$ cat src/rtl/branch_resolver_if.sv
// Bus between fetch/execute and the branch resolver: push port from fetch,
// resolve port from execute, and the flush/redirect and PHT update outputs.
interface branch_resolver_if #(
    parameter int DEPTH_LOG2 = 2
);
    logic                  push_valid;
    logic [31:0]           push_pc;
    logic                  push_pred;
    logic                  push_ready;
    logic                  resolve_valid;
    logic                  resolve_taken;
    logic [31:0]           resolve_target;
    logic                  resolve_ready;
    logic                  flush;
    logic [31:0]           redirect_pc;
    logic [31:0]           pc_update;
    logic                  update;
    logic                  taken;
    logic [DEPTH_LOG2:0]   occupancy;
    logic [31:0]           mispredict_count;

    modport master (
        output push_valid, push_pc, push_pred,
        output resolve_valid, resolve_taken, resolve_target,
        input  push_ready, resolve_ready, flush, redirect_pc,
        input  pc_update, update, taken, occupancy, mispredict_count
    );

    modport slave (
        input  push_valid, push_pc, push_pred,
        input  resolve_valid, resolve_taken, resolve_target,
        output push_ready, resolve_ready, flush, redirect_pc,
        output pc_update, update, taken, occupancy, mispredict_count
    );
endinterface

$ cat src/rtl/branch_resolver.sv
// Branch resolver: in-order queue of predicted conditional branches, resolved
// oldest-first. Mispredicts produce a one-cycle flush with the correct fetch
// PC and wipe the (wrong-path) queue. Every resolution is fed to the PHT
// through a 2-entry buffer and a registered stage that never strobes
// `update` on two consecutive cycles.
module branch_resolver #(
    parameter int DEPTH_LOG2 = 2
) (
    input  logic             clk,
    input  logic             rstn,
    branch_resolver_if.slave bus
);
    localparam int DEPTH = 1 << DEPTH_LOG2;

    // Branch queue storage and control
    logic [31:0]           q_pc   [DEPTH];
    logic                  q_pred [DEPTH];
    logic [DEPTH_LOG2-1:0] wr_ptr;
    logic [DEPTH_LOG2-1:0] rd_ptr;
    logic [DEPTH_LOG2:0]   count;

    // Update buffer storage and control
    logic [31:0]           ub_pc    [2];
    logic                  ub_taken [2];
    logic                  ub_rd;
    logic                  ub_wr;
    logic [1:0]            ub_cnt;

    // Registered outputs
    logic                  flush_q;
    logic [31:0]           redirect_q;
    logic [31:0]           mcount_q;
    logic                  update_q;
    logic [31:0]           pc_update_q;
    logic                  taken_q;

    // Handshakes and derived control
    logic                  push_fire;
    logic                  res_fire;
    logic [31:0]           head_pc;
    logic                  head_pred;
    logic                  mispred;
    logic                  cand_valid;
    logic [31:0]           cand_pc;
    logic                  cand_taken;
    logic                  issue;
    logic                  ub_pop;
    logic                  ub_push;

    // Count can never exceed DEPTH, so its MSB alone means "full".
    assign bus.push_ready    = ~count[DEPTH_LOG2];
    assign bus.resolve_ready = (count != '0) && (ub_cnt != 2'd2);
    assign bus.occupancy     = count;
    assign bus.flush         = flush_q;
    assign bus.redirect_pc   = redirect_q;
    assign bus.mispredict_count = mcount_q;
    assign bus.update        = update_q;
    assign bus.pc_update     = pc_update_q;
    assign bus.taken         = taken_q;

    assign push_fire = bus.push_valid && bus.push_ready;
    assign res_fire  = bus.resolve_valid && bus.resolve_ready;
    assign head_pc   = q_pc[rd_ptr];
    assign head_pred = q_pred[rd_ptr];
    assign mispred   = res_fire && (bus.resolve_taken != head_pred);

    // Pick the next update candidate: buffered entries first to keep resolve
    // order, otherwise bypass this cycle's resolution straight to the stage.
    always_comb begin
        cand_valid = 1'b0;
        cand_pc    = head_pc;
        cand_taken = bus.resolve_taken;
        if (ub_cnt != 2'd0) begin
            cand_valid = 1'b1;
            cand_pc    = ub_pc[ub_rd];
            cand_taken = ub_taken[ub_rd];
        end else if (res_fire) begin
            cand_valid = 1'b1;
        end
        issue   = !update_q && cand_valid;
        ub_pop  = issue && (ub_cnt != 2'd0);
        ub_push = res_fire && !(issue && (ub_cnt == 2'd0));
    end

    // Queue pointers and count; a mispredict empties the queue outright,
    // including any push accepted in the same cycle.
    always_ff @(posedge clk or negedge rstn) begin
        if (!rstn) begin
            wr_ptr <= '0;
            rd_ptr <= '0;
            count  <= '0;
        end else if (mispred) begin
            wr_ptr <= '0;
            rd_ptr <= '0;
            count  <= '0;
        end else begin
            if (push_fire) wr_ptr <= wr_ptr + 1'b1;
            if (res_fire)  rd_ptr <= rd_ptr + 1'b1;
            case ({push_fire, res_fire})
                2'b10:   count <= count + 1'b1;
                2'b01:   count <= count - 1'b1;
                default: count <= count;
            endcase
        end
    end

    // Queue payload; stale slots are harmless because pointers gate reads.
    always_ff @(posedge clk) begin
        if (push_fire) begin
            q_pc[wr_ptr]   <= bus.push_pc;
            q_pred[wr_ptr] <= bus.push_pred;
        end
    end

    // Mispredict flush pulse, redirect PC and running mispredict count.
    always_ff @(posedge clk or negedge rstn) begin
        if (!rstn) begin
            flush_q    <= 1'b0;
            redirect_q <= '0;
            mcount_q   <= '0;
        end else begin
            flush_q <= mispred;
            if (mispred) begin
                redirect_q <= bus.resolve_taken ? bus.resolve_target
                                                : head_pc + 32'd4;
                mcount_q   <= mcount_q + 32'd1;
            end
        end
    end

    // Update buffer pointers and fill level; flushes leave it untouched.
    always_ff @(posedge clk or negedge rstn) begin
        if (!rstn) begin
            ub_rd  <= 1'b0;
            ub_wr  <= 1'b0;
            ub_cnt <= 2'd0;
        end else begin
            if (ub_push) ub_wr <= ~ub_wr;
            if (ub_pop)  ub_rd <= ~ub_rd;
            case ({ub_push, ub_pop})
                2'b10:   ub_cnt <= ub_cnt + 2'd1;
                2'b01:   ub_cnt <= ub_cnt - 2'd1;
                default: ub_cnt <= ub_cnt;
            endcase
        end
    end

    // Update buffer payload: the resolved branch's PC and actual direction.
    always_ff @(posedge clk) begin
        if (ub_push) begin
            ub_pc[ub_wr]    <= head_pc;
            ub_taken[ub_wr] <= bus.resolve_taken;
        end
    end

    // Paced update stage: load only when idle last cycle, so strobes are
    // always separated by at least one low cycle.
    always_ff @(posedge clk or negedge rstn) begin
        if (!rstn) begin
            update_q    <= 1'b0;
            pc_update_q <= '0;
            taken_q     <= 1'b0;
        end else begin
            update_q <= issue;
            if (issue) begin
                pc_update_q <= cand_pc;
                taken_q     <= cand_taken;
            end
        end
    end
endmodule

$ cat src/flat_wrapper.sv
// flat-port wrapper written by rule: the top's interface ports become plain ports
module branch_resolver_flat 
#(
    parameter int DEPTH_LOG2 = 2
)
  (clk, rstn, bus_push_valid, bus_push_pc, bus_push_pred, bus_resolve_valid, bus_resolve_taken, bus_resolve_target, bus_push_ready, bus_resolve_ready, bus_flush, bus_redirect_pc, bus_pc_update, bus_update, bus_taken, bus_occupancy, bus_mispredict_count);
  branch_resolver_if #(.DEPTH_LOG2(DEPTH_LOG2)) bus_i ();
  input  logic clk;
  input  logic rstn;
  input wire logic [$bits(bus_i.push_valid)-1:0] bus_push_valid;
  input wire logic [$bits(bus_i.push_pc)-1:0] bus_push_pc;
  input wire logic [$bits(bus_i.push_pred)-1:0] bus_push_pred;
  input wire logic [$bits(bus_i.resolve_valid)-1:0] bus_resolve_valid;
  input wire logic [$bits(bus_i.resolve_taken)-1:0] bus_resolve_taken;
  input wire logic [$bits(bus_i.resolve_target)-1:0] bus_resolve_target;
  output wire logic [$bits(bus_i.push_ready)-1:0] bus_push_ready;
  output wire logic [$bits(bus_i.resolve_ready)-1:0] bus_resolve_ready;
  output wire logic [$bits(bus_i.flush)-1:0] bus_flush;
  output wire logic [$bits(bus_i.redirect_pc)-1:0] bus_redirect_pc;
  output wire logic [$bits(bus_i.pc_update)-1:0] bus_pc_update;
  output wire logic [$bits(bus_i.update)-1:0] bus_update;
  output wire logic [$bits(bus_i.taken)-1:0] bus_taken;
  output wire logic [$bits(bus_i.occupancy)-1:0] bus_occupancy;
  output wire logic [$bits(bus_i.mispredict_count)-1:0] bus_mispredict_count;
  assign bus_i.push_valid = bus_push_valid;
  assign bus_i.push_pc = bus_push_pc;
  assign bus_i.push_pred = bus_push_pred;
  assign bus_i.resolve_valid = bus_resolve_valid;
  assign bus_i.resolve_taken = bus_resolve_taken;
  assign bus_i.resolve_target = bus_resolve_target;
  assign bus_push_ready = bus_i.push_ready;
  assign bus_resolve_ready = bus_i.resolve_ready;
  assign bus_flush = bus_i.flush;
  assign bus_redirect_pc = bus_i.redirect_pc;
  assign bus_pc_update = bus_i.pc_update;
  assign bus_update = bus_i.update;
  assign bus_taken = bus_i.taken;
  assign bus_occupancy = bus_i.occupancy;
  assign bus_mispredict_count = bus_i.mispredict_count;
  branch_resolver #(.DEPTH_LOG2(DEPTH_LOG2)) u_core (.clk(clk), .rstn(rstn), .bus(bus_i));
endmodule
$ cat config.mk
export PLATFORM = sky130hd
export DESIGN_NAME = branch_resolver_flat
export DESIGN_NICKNAME = d
export VERILOG_FILES = /design/src/rtl/branch_resolver_if.sv /design/src/rtl/branch_resolver.sv /design/src/flat_wrapper.sv
export SDC_FILE = /design/constraint.sdc
export NUM_CORES = 1
export LEC_CHECK = 0
export ABC_AREA = 1
export BUFFER_PORTS_ARGS = -buffer_cell sky130_fd_sc_hd__buf_2
export CORE_ASPECT_RATIO = 0.6
export CORE_UTILIZATION = 53
export DETAILED_ROUTE_END_ITERATION = 6
export PLACE_DENSITY = 0.75
export SKIP_CTS_REPAIR_TIMING = 1
export SLEW_MARGIN = 5
export SYNTH_ARGS = -nofsm -noshare
export SYNTH_HDL_FRONTEND = slang
export SYNTH_SLANG_ARGS = --single-unit
$ cat constraint.sdc
create_clock -name clk -period 2.6 [get_ports clk]
set_clock_uncertainty 0.05 [all_clocks]
set_input_delay 0.26 -clock clk [delete_from_list [all_inputs] [get_ports clk]]
set_output_delay 0.26 -clock clk [all_outputs]
set_load 0.05 [all_outputs]
==> impl_metrics.csv, run 1 <==
group,metric,value,unit
placement,dp_hpwl,29200,µm
run,drv_cap,0,
timing,setup_slack,0.164,ns
timing,maxSlewHeadroom,0.270,
grt,grt_pass1_vias,10900,
critical_path,crit_fanout,9,
cts,clock_latency,0.56,ns
detailed_routing,vias,11700,
timing,drv_slew,0,
grt,antenna_found_initial,0,
placement,dp.cells,2030,
critical_path,start_kind,"flop",
cells_and_area,fillers,2133,
critical_path,r2r-start,"u_core.rd_ptr[0]",
placement,gp_congestion,1.00,
cts,cts_sinks,308,
timing,holdWs,-0.0339,ns
timing,hold_violations,9,
detailed_routing,wl,41500,µm
placement,io_buffers,173,
critical_path,critPathLaunch,"u_core.rd_ptr[0]",
synth,yosysWarnings,0,
cts,htreeDepth,1,
critical_path,crit_required,3.00,ns
synth,synth_seq_area_share,0.602,
cells_and_area,antenna_cells,0,
placement,preCtsSetupSlack,0.117,ns
synth,syn-num-nets,1589,
cts,cts_root_buf,"clkbuf_16",
placement,place_area,0.0160,mm²
timing,rsz0062_at_grt,"false",
cells_and_area,multi_input_area,0.00507,mm²
grt,groute.usage.overall,0.297,
grt,grt_pass1_wl,62500,µm
detailed_routing,vias_per_cell,5.51,
pwr,powerDensity,1320,mW/mm²
cts,cts_buffer_depth,3,
detailed_routing,first_iter_violations,1358,
floorplan,placementRows,46,
floorplan,fp.coreArea,0.0266,mm²
timing,fmax,0.411,GHz
pwr,leakagePower,7.52,nW
cts,numCtsBuffers,28,
cells_and_area,final_cell_count_no_fill,2127,
detailed_routing,route.detailed.drc,0,
floorplan,fp.dieArea,0.0279,mm²
floorplan,die_x,215,µm
cells_and_area,final_nets,1824,
grt,grt_max_degree,81,
critical_path,worst_ep_arrival_time,2.83,ns
floorplan,pin_count,174,
cts,path_clk_slew,0.07,ns
worst_hold_path,hold_path_class,"input port to flop",
timing,fin_setup_tns,0,ns
cells_and_area,regArea,0.00870,mm²
timing,min_period,2.44,ns
floorplan,initial_core_util,0.543,
run_status,outcome,"finished, violations left",
cells_and_area,finalInstanceArea,0.0174,mm²
timing,fin_crit_sh,0.937,
critical_path,path_class,"flop to flop",
floorplan,die_h,130,µm
timing,finalSetupViolations,0,
detailed_routing,drtPass1Iterations,6,
synth,syn_inst,1511,
run_status,violations,"hold timing",
pwr,irDropWorstVdd,848,µV
grt,overflow,0,
critical_path,end_kind,"flop",
synth,syn-cell-area,0.0144,mm²
cells_and_area,drive_above_1_share,0.209,
cts,cts_tree,"built",
detailed_routing,ant_nets,0,
worst_hold_path,hp-start,"bus_resolve_target[18]",
detailed_routing,wl_per_cell,19.5,µm
cells_and_area,syn_to_final_growth,20.2,%
synth,ys_types,40,
synth,ys_ff_latch,308,
timing,tightest_slew,1.09,ns
synth,synth_area_per_cell,9.56,µm²
## logic make-up (layout without fill, tap and decap cells)
group,Yosys count,in the layout,share of synthesized area
compound gates,128,128,0.0565
buf+inv,160,416,0.0511
flops,308,308,0.602
xor+xnor,39,39,0.0236
fa+ha+maj,8,8,0.00745
simple gates,868,868,0.259
## stage by stage
| stage | utilization | power (W) | hold slack, ns |
|---|---|---|---|
| after global routing | 0.653 | 0.0242 | 0.000668 |
| after CTS | 0.635 | 0.0228 | -0.350 |
| after detailed placement | 0.601 | 0.0186 | 0.233 |
| after floorplan | - | 0.0152 | -0.0856 |
| final | 0.653 | 0.0229 | -0.0339 |
| after global placement | 0.601 | 0.0184 | 0.220 |
## power breakdown
part	internal, W	switching (W)
clock network	0.00233	0.00182
registers	0.00689	0.000798
logic	0.00306	0.00804
total	0.0123	0.0107
## registers in the layout, indices dropped and copies added (netlist names), 2 cells and up
register / cells
u_core.bus.redirect_pc: 32
u_core.ub_cnt: 2
u_core.rd_ptr: 2
u_core.wr_ptr: 2
u_core.q_pc: 128
u_core.bus.occupancy: 3
u_core.bus.pc_update: 32
u_core.q_pred: 4
u_core.ub_taken: 2
u_core.bus.mispredict_count: 32
u_core.ub_pc: 64
## critical path, stage by stage, from the launching register on
cell,delay (ns)
dfrtp_2,0.49
buf_4,0.21
nand2_1,0.07
nand2_1,0.07
nand2_1,0.06
nand2_2,0.09
ha_1,0.21
nand3_1,0.12
nor2_2,0.21
nand3_4,0.16
nor2_1,0.23
nand2_1,0.10
nand2_1,0.07
nand3_1,0.06
nand2_1,0.09
nand2_1,0.04
## final timing paths
check / to / slack (ns) / depth (start not counted)
worst min register to register: u_core.bus.redirect_pc[31] / 0.43 / 2
min in group asynchronous: u_core.bus.pc_update[13] / 0.19 / 2
worst min-delay path: u_core.bus.redirect_pc[18] / -0.03 / 3
worst max-delay path: u_core.bus.redirect_pc[30] / 0.16 / 15
max in group asynchronous: u_core.bus.mispredict_count[24] / 1.56 / 3
worst max register to register: u_core.bus.redirect_pc[30] / 0.16 / 15
## layer usage
layer | vias to the layer above | wire, µm | global-route usage
met4 | 0 | 417 | 0.0484
li1 | 5505 | - | -
met1 | 5606 | 19000 | 0.461
met2 | 566 | 17300 | 0.424
met3 | 38 | 4830 | 0.0772
met5 | - | 0 | 0
## synthesized netlist by cell type, drive strengths merged
cell | n | area, µm²
nand2 | 525 | 2050
o21a | 1 | 7.51
a21oi | 17 | 85.1
o211ai | 33 | 248
or2 | 35 | 219
nor3 | 17 | 85.1
xnor2 | 6 | 52.6
dfrtp | 110 | 2750
nand3 | 111 | 573
nor2 | 157 | 667
edfxtp | 198 | 5950
xor2 | 33 | 289
o21ai | 28 | 140
o22ai | 1 | 6.26
ha | 7 | 87.6
a31oi | 34 | 213
a21boi | 2 | 15.0
fa | 1 | 20.0
buf | 41 | 284
nand3b | 2 | 15.0
o31ai | 1 | 7.51
nor3b | 1 | 7.51
o21bai | 2 | 15.0
clkbuf | 23 | 86.3
clkinv | 1 | 3.75
nor4 | 7 | 43.8
a2bb2oi | 9 | 78.8
inv | 95 | 364
nand4 | 13 | 81.3
## cells in the final DEF, fill, tap and decap left out, drive strengths merged
cell type    netlist  routed
clkinvlp           0       3
clkbuf            23      40
nor2             157     157
o211ai            33      33
a21oi             17      17
nand3            111     111
nand2            525     525
o21ai             28      28
nand4             13      13
nor3b              1       1
nor4               7       7
dlygate4sd3        0      42
o22ai              1       1
o21bai             2       2
o31ai              1       1
bufinv             0       2
o21a               1       1
a21boi             2       2
a2bb2oi            9       9
fa                 1       1
nor3              17      17
edfxtp           198     198
xor2              33      33
xnor2              6       6
nand3b             2       2
inv               95      94
or2               35      35
ha                 7       7
clkinv             1       9
dfrtp            110     110
buf               41     226
a31oi             34      34
## area by class of cell
cell class,count,area share
clock inverter,12,0.00685
tap,360,0.0260
inverter,96,0.0215
sequential,308,0.501
clock buffer,39,0.0457
timing repair buffer,269,0.106
multi-input combinational,1043,0.292
No activity file was read; power rests on OpenSTA's default activity.
==> run 2, diff against run 1 <==
--- a/constraint.sdc
+++ b/constraint.sdc
@@ -4,2 +4,2 @@
 set_output_delay 0.26 -clock clk [all_outputs]
-set_load 0.05 [all_outputs]
+set_load 0.005 [all_outputs]
==> run 2 against run 1 <==
Final cell count increased by 0.14%. Count of clock-buffer cells in the layout did not move. Register-to-register slack lost 0.02 ns. Sequential share of layout area up 0.29 points. Highest routed layer unchanged. The run still ends with hold timing left. Clock power is 3% lower. Sequential cell count is the same. Largest cell class unchanged.
==> impl_metrics.csv, run 2 (synthesis gave the netlist of run 1 again) <==
group,metric,value,unit
grt,groute.usage.overall,0.289,
cts,cts_sinks,308,
critical_path,path_cells,"clkinv_8, buf_16, nand2_1, nand2_1, nand2_1, nand2_2, nand3_2, nor2_4, nand2_1, nand2_1, nand3_1, a2bb2oi_1",
critical_path,worst_ep_arrival_time,2.88,ns
worst_hold_path,hold_path_end,"u_core.bus.redirect_pc[14]",
timing,min_period,2.45,ns
detailed_routing,drtPass1Iterations,5,
worst_hold_path,min_path_cells,3,
pwr,leakagePower,7.48,nW
pwr,power,0.0206,W
grt,antenna_found_initial,1,
critical_path,cp_top_family,"simple AND/OR/NAND/NOR gates",
cells_and_area,drive_above_1_share,0.208,
placement,dp_hpwl,28000,µm
critical_path,path_class,"flop to flop",
pwr,powerDensity,1190,mW/mm²
critical_path,start_kind,"flop",
worst_hold_path,hp-start,"bus_resolve_target[14]",
floorplan,die_x,215,µm
critical_path,crit_fanout,34,
detailed_routing,first_iter_violations,1216,
floorplan,initial_core_util,0.543,
floorplan,die_h,130,µm
critical_path,end_kind,"flop",
critical_path,crit_slowest_cell,"dfrtp_4",
worst_hold_path,hold_path_class,"input port to flop",
timing,tightest_slew,1.10,ns
detailed_routing,route.detailed.drc,0,
cts,cts_tree,"built",
critical_path,reg2reg_to,"u_core.bus.redirect_pc[15]",
floorplan,pin_count,174,
detailed_routing,vias,11800,
timing,drv_slew,0,
cts,htreeDepth,1,
detailed_routing,ant_nets,0,
pwr,p_comb_frac,0.432,
timing,maxSlewHeadroom,0.269,
timing,holdWs,-0.0192,ns
placement,io_buffers,173,
cells_and_area,largest_reg_flops,128,
cells_and_area,layout_common_cells,"nand2_1 (495), edfxtp_1 (198), buf_2 (173)",
timing,fmax,0.408,GHz
cells_and_area,syn_to_final_growth,19.5,%
cts,clock_latency,0.57,ns
placement,gp_congestion,0.987,
grt,grt_pass1_vias,10600,
cells_and_area,reg_top3,"u_core.q_pc x128, u_core.ub_pc x64",
run,drv_cap,0,
critical_path,crit_required,3.03,ns
critical_path,r2r_cells,12,
floorplan,placementRows,46,
grt,grt_pass1_wl,61500,µm
cells_and_area,regMostFlops,"u_core.q_pc",
floorplan,fp.coreArea,0.0266,mm²
critical_path,cp.buffers_inverters,2,
pwr,seq_power_share,0.373,
cts,cts_buffer_depth,3,
detailed_routing,wl_per_cell,19.2,µm
critical_path,cp_common_cell,"nand2_1",
pwr,switching_power,0.00848,W
timing,finalSetupViolations,0,
cts,path_clk_slew,0.06,ns
pwr,p_clk_frac,0.195,
grt,grt_max_degree,68,
timing,fin_crit_sh,0.944,
run_status,violations,"hold timing",
pwr,irDropWorstVdd,836,µV
cts,numCtsBuffers,29,
critical_path,r2r_setup_slack,0.15,ns
floorplan,fp.dieArea,0.0279,mm²
pwr,p_sw_frac,0.411,
critical_path,r2r-start,"u_core.rd_ptr[0]",
grt,overflow,0,
pwr,p_int,0.0121,W
run_status,outcome,"finished, violations left",
cts,cts_root_buf,"clkbuf_16",
detailed_routing,vias_per_cell,5.53,
detailed_routing,wl,40900,µm
critical_path,max_stage_delay,0.55,ns
timing,hold_violations,11,
cells_and_area,mostFrequentLayoutCell,"nand2_1",
cells_and_area,antenna_cells,0,
cells_and_area,final_nets,1826,
critical_path,critical_path_depth,12,
[run 2: worst max-delay path by stage]
stage / startpoint / end / slack [ns]
finish: u_core.rd_ptr[0] / u_core.bus.redirect_pc[15] / 0.15
global placement: u_core.rd_ptr[0] / u_core.bus.redirect_pc[31] / 0.24
CTS: u_core.rd_ptr[0] / u_core.bus.redirect_pc[15] / 0.14
global route: u_core.rd_ptr[0] / u_core.bus.redirect_pc[28] / -0.03
detailed placement: u_core.rd_ptr[0] / u_core.bus.redirect_pc[15] / 0.13
floorplan: u_core.bus.occupancy[0] / u_core.ub_pc[0][0] / -0.18
[run 2: metal layers]
metal,track usage,share of wire,up-vias
met5,0,0,-
met2,0.408,0.42,585
met3,0.0573,0.097,49
li1,-,-,5492
met1,0.459,0.46,5647
met4,0.0584,0.017,0
[run 2: per-stage QoR]
stage	setup WS, ns	cells	util	setup TNS, ns	instance area [µm²]
4_1_cts	0.143	2084	0.631	0	16800
5_1_grt	-0.0294	2130	0.649	-0.0680	17300
3_5_place_dp	0.134	2031	0.598	0	15900
3_3_place_gp	0.244	2031	0.598	0	15900
6_report	0.146	2130	0.649	0	17300
2_1_floorplan	-0.185	1511	-	-12.20	14400
[run 2: worst register-to-register path, cell delays in order, from the launching register on]
cell	delay [ns]
dfrtp_4	0.55
clkinv_8	0.15
buf_16	0.21
nand2_1	0.11
nand2_1	0.08
nand2_1	0.07
nand2_2	0.21
nand3_2	0.18
nor2_4	0.22
nand2_1	0.11
nand2_1	0.08
nand3_1	0.17
a2bb2oi_1	0.20
[run 2: final cells by class]
type	instances	area [µm²]
Inverter	96	375
Sequential cell	308	8700
Clock inverter	14	108
Tap cell	360	450
Timing Repair Buffer	270	1810
Multi-Input combinational cell	1043	5050
Fill cell	2164	9330
Clock buffer	39	763
[run 2: power by group through the flow]
stage	clock network, W	logic, W	registers [W]
floorplan	0	0.00542	0.00756
global placement	0	0.00836	0.00772
detailed placement	0	0.00858	0.00776
CTS	0.00407	0.00864	0.00767
global route	0.00426	0.00979	0.00782
finish	0.00402	0.00891	0.00768
==> run 3, diff against run 2 <==
Settings changed: CORE_MARGIN set to 5, RECOVER_POWER set to 25.
==> run 3 against run 2 <==
The run ends with hold timing, capacitance limit, slew limit left. Sequential share of layout area is essentially flat. Via count decreased by 0.29%. Core utilization shrank 0.13 points. First-iteration DRC count grew 9.1%. Register-to-register slack about the same. Die area rose by 10%. Total power rose by 0.90%. Hold slack lost 0.0090 ns. Wire length up 1.8%. Global-route usage shrank 2.7 points. Count of clock-buffer cells in the layout shrank 4. Critical path depth fell by 1. Critical path type unchanged. Largest power group unchanged.
==> impl_metrics.csv, run 3 (synthesis gave the netlist of run 1 again) <==
group,metric,value,unit
cells_and_area,fillers,2150,
critical_path,crit_fanout,22,
cells_and_area,multi_input_area,0.00504,mm²
placement,place_area,0.0159,mm²
critical_path,worst_ep_arrival_time,2.85,ns
pwr,irDropWorstVdd,843,µV
critical_path,crit_required,2.99,ns
detailed_routing,first_iter_violations,1327,
timing,min_period,2.46,ns
cts,numCtsBuffers,29,
cts,path_clk_slew,0.06,ns
cells_and_area,final_util,0.648,
worst_hold_path,hold_path_class,"input port to flop",
critical_path,start_kind,"flop",
floorplan,placementRows,46,
cts,cts_root_buf,"clkbuf_16",
cells_and_area,final_cell_count_no_fill,2130,
floorplan,die_h,138,µm
cells_and_area,final_nets,1825,
floorplan,pin_count,174,
cells_and_area,finalInstanceArea,0.0173,mm²
grt,groute.usage.overall,0.262,
detailed_routing,vias,11700,
pwr,power,0.0208,W
floorplan,initial_core_util,0.542,
timing,setup_slack,0.136,ns
timing,fmax,0.406,GHz
floorplan,die_x,223,µm
placement,io_buffers,173,
timing,fin_crit_sh,0.948,
grt,grt_pass1_wl,62400,µm
cells_and_area,layout_common_cells,"nand2_1 (495), edfxtp_1 (198), buf_2 (138)",
detailed_routing,wl_per_cell,19.5,µm
cells_and_area,drive_above_1_share,0.191,
cells_and_area,regArea,0.00870,mm²
timing,drv_slew,31,
grt,grt_pass1_vias,10800,
critical_path,end_kind,"flop",
placement,dp_hpwl,29200,µm
cells_and_area,reg_top3,"u_core.q_pc x128, u_core.ub_pc x64",
cts,htreeDepth,1,
run,drv_cap,1,
timing,hold_violations,4,
timing,finalSetupViolations,0,
pwr,leakagePower,7.42,nW
cells_and_area,syn_to_final_growth,19.5,%
detailed_routing,ant_nets,0,
detailed_routing,route.detailed.drc,0,
cells_and_area,regMostFlops,"u_core.q_pc",
cts,cts_sinks,308,
cells_and_area,largest_reg_flops,128,
placement,gp_congestion,0.998,
timing,rsz0062_at_grt,"false",
timing,maxSlewHeadroom,-0.221,
cts,cts_buffer_depth,3,
floorplan,fp.dieArea,0.0308,mm²
detailed_routing,vias_per_cell,5.51,
placement,preCtsSetupSlack,0.196,ns
detailed_routing,wl,41600,µm
cts,cts_tree,"built",
detailed_routing,drtPass1Iterations,6,
cts,clock_latency,0.56,ns
floorplan,fp.coreArea,0.0266,mm²
grt,grt_max_degree,63,
timing,holdWs,-0.0282,ns
grt,overflow,0,
pwr,powerDensity,1200,mW/mm²
run_status,violations,"hold timing, capacitance limit, slew limit",
grt,antenna_found_initial,1,
timing,tightest_slew,1.83,ns
cells_and_area,mostFrequentLayoutCell,"nand2_1",
critical_path,path_class,"flop to flop",
placement,dp.cells,2035,
run_status,outcome,"finished, violations left",
[run 3: changes by cell type in the layout (fill, tap and decap cells not counted), moves of 2 or more]
cell,previous run,this run
buf_2,173,138
clkbuf_1,10,40
clkinv_2,5,8
buf_12,7,9
bufinv_16,1,3
clkbuf_8,0,2
nor2_1,131,133
[run 3: metal layers]
metal	wire length, µm	share of wire	vias up	global-route usage
met5	0	0	-	0
met4	697	0.017	0	0.0476
met3	4940	0.12	58	0.0728
met2	17500	0.42	591	0.375
met1	18500	0.44	5595	0.406
li1	-	-	5495	-
[run 3: stage by stage]
| step | setup TNS (ns) | hold slack, ns |
|---|---|---|
| final | 0 | -0.0282 |
| after global placement | 0 | 0.183 |
| after global routing | 0 | -0.0165 |
| after detailed placement | 0 | 0.180 |
| after CTS | 0 | -0.398 |
| after floorplan | -12.20 | -0.0856 |
[run 3: cell type report]
class	instances	area share
Antenna cell	1	0.000145
Sequential cell	308	0.504
Clock buffer	35	0.0445
Tap cell	360	0.0261
Multi-Input combinational cell	1043	0.292
Inverter	96	0.0216
Timing Repair Buffer	269	0.102
Clock inverter	18	0.00978
[run 3: worst paths after layout]
kind / start / endpoint / slack, ns / depth (start not counted)
worst min-delay path: bus_resolve_target[8] / u_core.bus.redirect_pc[8] / -0.03 / 3
worst max-delay path: u_core.rd_ptr[1] / u_core.bus.redirect_pc[15] / 0.14 / 11
min in group asynchronous: rstn / u_core.bus.pc_update[10] / 0.69 / 2
worst max register to register: u_core.rd_ptr[1] / u_core.bus.redirect_pc[15] / 0.14 / 11
worst min register to register: u_core.bus.redirect_pc[29] / u_core.bus.redirect_pc[29] / 0.43 / 2
max in group asynchronous: rstn / u_core.bus.mispredict_count[0] / 0.61 / 3
[run 3: critical path, stage by stage, from the launching register on]
cell and delay [ns]:
dfrtp_1 0.41, inv_2 0.32, buf_12 0.22, nand2_1 0.08
nand2_2 0.19, nand2_2 0.13, nor2_1 0.20, nand2_1 0.08
nor2_1 0.23, nand2_1 0.12, nand3_1 0.20, a2bb2oi_1 0.10
[run 3: where the power goes]
group	leakage, nW	internal [W]	switching, W
registers	3.15	0.00689	0.000733
logic	3.81	0.00303	0.00590
clock network	0.461	0.00240	0.00184
